### config.mk
export PLATFORM = sky130hd
export DESIGN_NAME = right_shifter
export DESIGN_NICKNAME = d
export VERILOG_FILES = /design/src/rtl/right_shifter.sv
export SDC_FILE = /design/constraint.sdc
export NUM_CORES = 1
export LEC_CHECK = 0
export CORE_UTILIZATION = 47
export CTS_CLUSTER_SIZE = 28
export DETAILED_ROUTE_END_ITERATION = 10
export GPL_ROUTABILITY_DRIVEN = 0
export PLACE_DENSITY = 0.93
export SYNTH_ARGS = -nofsm -noshare
export SYNTH_HDL_FRONTEND = slang
export SYNTH_SLANG_ARGS = --single-unit
### constraint.sdc
create_clock -name clk -period 3.22 [get_ports clk]
set_input_delay 0.805 -clock clk [delete_from_list [all_inputs] [get_ports clk]]
set_output_delay 0.805 -clock clk [all_outputs]
set_load 0.02 [all_outputs]
### src/rtl/right_shifter.sv
// Right-shift register / serializer: loads a WIDTH-bit word and shifts it out
// LSB-first over exactly WIDTH enabled clocks with selectable fill.
module right_shifter #(
    parameter int WIDTH = 6,
    parameter int CW    = $clog2(WIDTH + 1)
) (
    input  logic             clk,
    input  logic             clear,
    input  logic             ld,
    input  logic [WIDTH-1:0] d,
    input  logic [1:0]       mode,
    input  logic             sin,
    input  logic             en,
    output logic [WIDTH-1:0] q,
    output logic             sout,
    output logic             busy,
    output logic             done,
    output logic [CW-1:0]    cnt
);

    typedef enum logic [1:0] {
        IDLE  = 2'd0,
        SHIFT = 2'd1,
        DONE  = 2'd2
    } state_t;

    typedef enum logic [1:0] {
        FILL_ZERO  = 2'b00,
        FILL_ARITH = 2'b01,
        FILL_ROT   = 2'b10,
        FILL_SIN   = 2'b11
    } fill_t;

    state_t           state, state_n;
    fill_t            mode_r, mode_n;
    logic [WIDTH-1:0] q_n;
    logic             sout_n;
    logic [CW-1:0]    cnt_n;
    logic             fill;

    always_comb begin
        fill = 1'b0;
        case (mode_r)
            FILL_ZERO:  fill = 1'b0;
            FILL_ARITH: fill = q[WIDTH-1];
            FILL_ROT:   fill = q[0];
            FILL_SIN:   fill = sin;
            default:    fill = 1'b0;
        endcase
    end

    always_comb begin
        state_n = state;
        mode_n  = mode_r;
        q_n     = q;
        sout_n  = sout;
        cnt_n   = cnt;
        case (state)
            IDLE: begin
                if (ld) begin
                    q_n     = d;
                    mode_n  = fill_t'(mode);
                    cnt_n   = CW'(WIDTH);
                    state_n = SHIFT;
                end
            end
            SHIFT: begin
                if (en) begin
                    sout_n = q[0];
                    q_n    = {fill, q[WIDTH-1:1]};
                    // Saturating decrement keeps cnt from wrapping if ever entered at zero.
                    cnt_n  = (cnt == '0) ? '0 : cnt - CW'(1);
                    if (cnt <= CW'(1))
                        state_n = DONE;
                end
            end
            DONE: begin
                if (ld) begin
                    q_n     = d;
                    mode_n  = fill_t'(mode);
                    cnt_n   = CW'(WIDTH);
                    state_n = SHIFT;
                end else begin
                    state_n = IDLE;
                end
            end
            default: begin
                state_n = IDLE;
            end
        endcase
    end

    // busy/done are registered from the next state so they align with q.
    always_ff @(posedge clk) begin
        if (clear) begin
            state  <= IDLE;
            mode_r <= FILL_ZERO;
            q      <= '0;
            sout   <= 1'b0;
            cnt    <= '0;
            busy   <= 1'b0;
            done   <= 1'b0;
        end else begin
            state  <= state_n;
            mode_r <= mode_n;
            q      <= q_n;
            sout   <= sout_n;
            cnt    <= cnt_n;
            busy   <= (state_n == SHIFT);
            done   <= (state_n == DONE);
        end
    end

endmodule

==> results.py <==
metrics = {
    "final_layout": {
        "n_antenna_cell": 0,
        "drive_gt1_share_pct": 7.84,
        "stdcell_count": 118,
        "area_growth_pct": 31.4,
        "fin_area_um2": 990,
        "fillers": 124,
        "nets": 119,
    },
    "die": {
        "core_area_mm2": 0.00151,
        "die_area_mm2": 0.00177,
        "initial_utilization_pct": 50.0,
        "ios": 25,
        "std_cell_rows": 14,
        "die_h_um": 42.0,
        "die_w_um": 42.0,
    },
    "synth": {
        "async_flop_share_pct": 0,
        "syn-num-nets": 96,
        "syn_area_um2": 753,
        "syn_area_per_cell_um2": 9.30,
        "ys_types": 28,
        "yosysSeqAreaShare_pct": 42.5,
        "synth_edf_count": 0,
        "ys_ff_latch": 16,
        "yosysWarnings": 0,
        "synthCells": 81,
        "synth_flop_cell": "dfxtp_1",
    },
    "sta": {
        "drv_slew": 0,
        "worst_slack_ps": 1030,
        "worst_pin_slew_ps": 601,
        "relSlewSlack_pct": 59.8,
        "hold_viol_final": 0,
        "finalSetupTns_ps": 0,
        "max_freq_mhz": 456,
        "skew_ps": 4.55,
        "finalSetupViolations": 0,
        "rsz0062_at_grt": "no",
        "post-route-period-util_pct": 68.1,
        "period_needed_ps": 2190,
    },
    "flow_run": {
        "cap_violations": 0,
    },
    "power": {
        "irDropWorstVdd_mv": 0.299,
        "swShare_pct": 29.3,
        "internal_power_mw": 0.317,
        "powerDensity_mw_per_mm2": 454,
        "p_switching_mw": 0.132,
        "sequentialPowerShare_pct": 51.9,
        "p_comb_share_pct": 26.1,
        "p_leak_nw": 0.381,
        "p_clk_share_pct": 22.0,
    },
    "grt": {
        "antenna_found_initial": 0,
        "grt_usage_pct": 20.2,
        "grt_pass1_wl_um": 2730,
        "overflow": 0,
        "grt_start_max_net_pins": 18,
        "grt_pass1_vias": 649,
    },
    "clock_tree": {
        "cts_hold_buf": 0,
        "post_cts_buffers": 0,
        "cts-htree-levels": 1,
        "cts-root-buf": "clkbuf_4",
        "cts_buffer_depth": 2,
        "cts.sinks": 16,
        "clk_pin_slew_ps": 90,
        "clk_latency_ps": 280,
        "cts_resized": 0,
        "numCtsBuffers": 3,
        "cts_tree": "yes",
    },
    "critical_path": {
        "critPathKind": "reg -> out",
        "critPathMaxFanout": 6,
        "cp.required_ps": 2410,
        "critical_path_buf_inv_count": 1,
        "cp_top_family": "buffers and inverters",
        "endpoint_kind": "output pin",
        "cp-start-kind": "register",
        "crit_path_cell_trace": "clkdlybuf4s50_1",
        "crit_slowest_cell": "clkdlybuf4s50_1",
        "max_stage_delay_ps": 670,
        "worstPathArrival_ps": 1390,
    },
    "detailed_routing": {
        "ant_nets": 0,
        "drt_drc_violations_left": 0,
        "wl_per_cell_um": 14.7,
        "detail_route.vias_per_cell": 5.89,
        "routed_wl_um": 1740,
        "firstDrtPassIters": 6,
        "drtIter0Drc": 16,
        "vias": 695,
    },
    "placed_design": {
        "dpl_cell_area_um2": 967,
        "io_buffers": 24,
        "pre_cts_ws_ps": 1060,
        "placedCellCount": 115,
        "dp_hpwl_um": 1270,
    },
    "run_status": {
        "status": "complete, no violations",
    },
    "min_path": {
        "min_path_type": "reg -> reg",
    },
}
## state kept, by name, indices dropped and copies added (netlist names)
signal and cells:
q 6, cnt 3, mode_r 2, state 2
busy 1, done 1, sout 1
## final cells by class
cell class / count / area, um^2 / share of cell area, %
clock buffer: 3 / 22.5 / 2.28
tap: 16 / 20.0 / 2.02
multi-input combinational: 56 / 375 / 37.9
inverter: 3 / 11.3 / 1.14
timing repair buffer: 24 / 240 / 24.3
sequential: 16 / 320 / 32.4
## worst paths after layout
path,from,to,slack (ps),depth (start not counted)
max,cnt[1],cnt[1],1030,1
min,mode_r[1],mode_r[1],490,2
max reg2reg,state[0],q[0],1630,3
min reg2reg,mode_r[1],mode_r[1],490,2
## logic make-up after synthesis
family	Yosys count	share of synthesized area [%]
compound gates	19	16.6
fa+ha+maj	2	3.32
buf+inv	9	7.64
flops	16	42.5
mux	6	7.97
simple gates	29	21.9
## power by group through the flow
stage,sequential (mW),combinational [mW],clock (mW)
6_report,0.233,0.117,0.0988
5_1_grt,0.235,0.125,0.110
4_1_cts,0.232,0.117,0.101
3_5_place_dp,0.237,0.116,0
3_3_place_gp,0.236,0.112,0
2_1_floorplan,0.247,0.0579,0
## cell usage in the layout (no fill, tap or decap), drive strengths merged
cell type and n:
a21oi 8, a211oi 6, inv 3, or4 1, nor2b 1, nand2 8
nor2 4, a2bb2oi 1, a221oi 1, or2 1, a211o 1, mux2i 6
nand3 1, and2b 1, clkbuf 3, o32ai 1, dfxtp 16, nor4 2
nor3 5, nand2b 3, clkdlybuf4s50 24, o21ai 1, ha 2, and3b 1
nand3b 1
## metal layers
layer	GRT usage, %	up-vias	wire length [um]
met1	24.1	326	735
met2	35.6	34	865
li1	-	331	-
met3	3.02	4	108
met4	9.38	0	27
met5	0	-	0
## Yosys cell counts (all sizes together) (2+ instances only)
cell type	n	area, um^2
dfxtp	16	320
a21oi	8	40.0
nand2	8	30.0
a211oi	6	45.0
mux2i	6	60.1
nor3	5	25.0
nor2	4	15.0
clkbuf	3	15.0
inv	3	11.3
nand2b	3	18.8
buf	2	18.8
ha	2	25.0
nor4	2	12.5
## stage by stage
stage	utilization, %	hold slack [ps]	total power [mW]
floorplan	-	450	0.305
global placement	64.2	464	0.348
detailed placement	64.2	469	0.353
CTS	65.7	481	0.450
global route	65.7	504	0.470
finish	65.7	488	0.449
(Power assumes the default switching activity.)
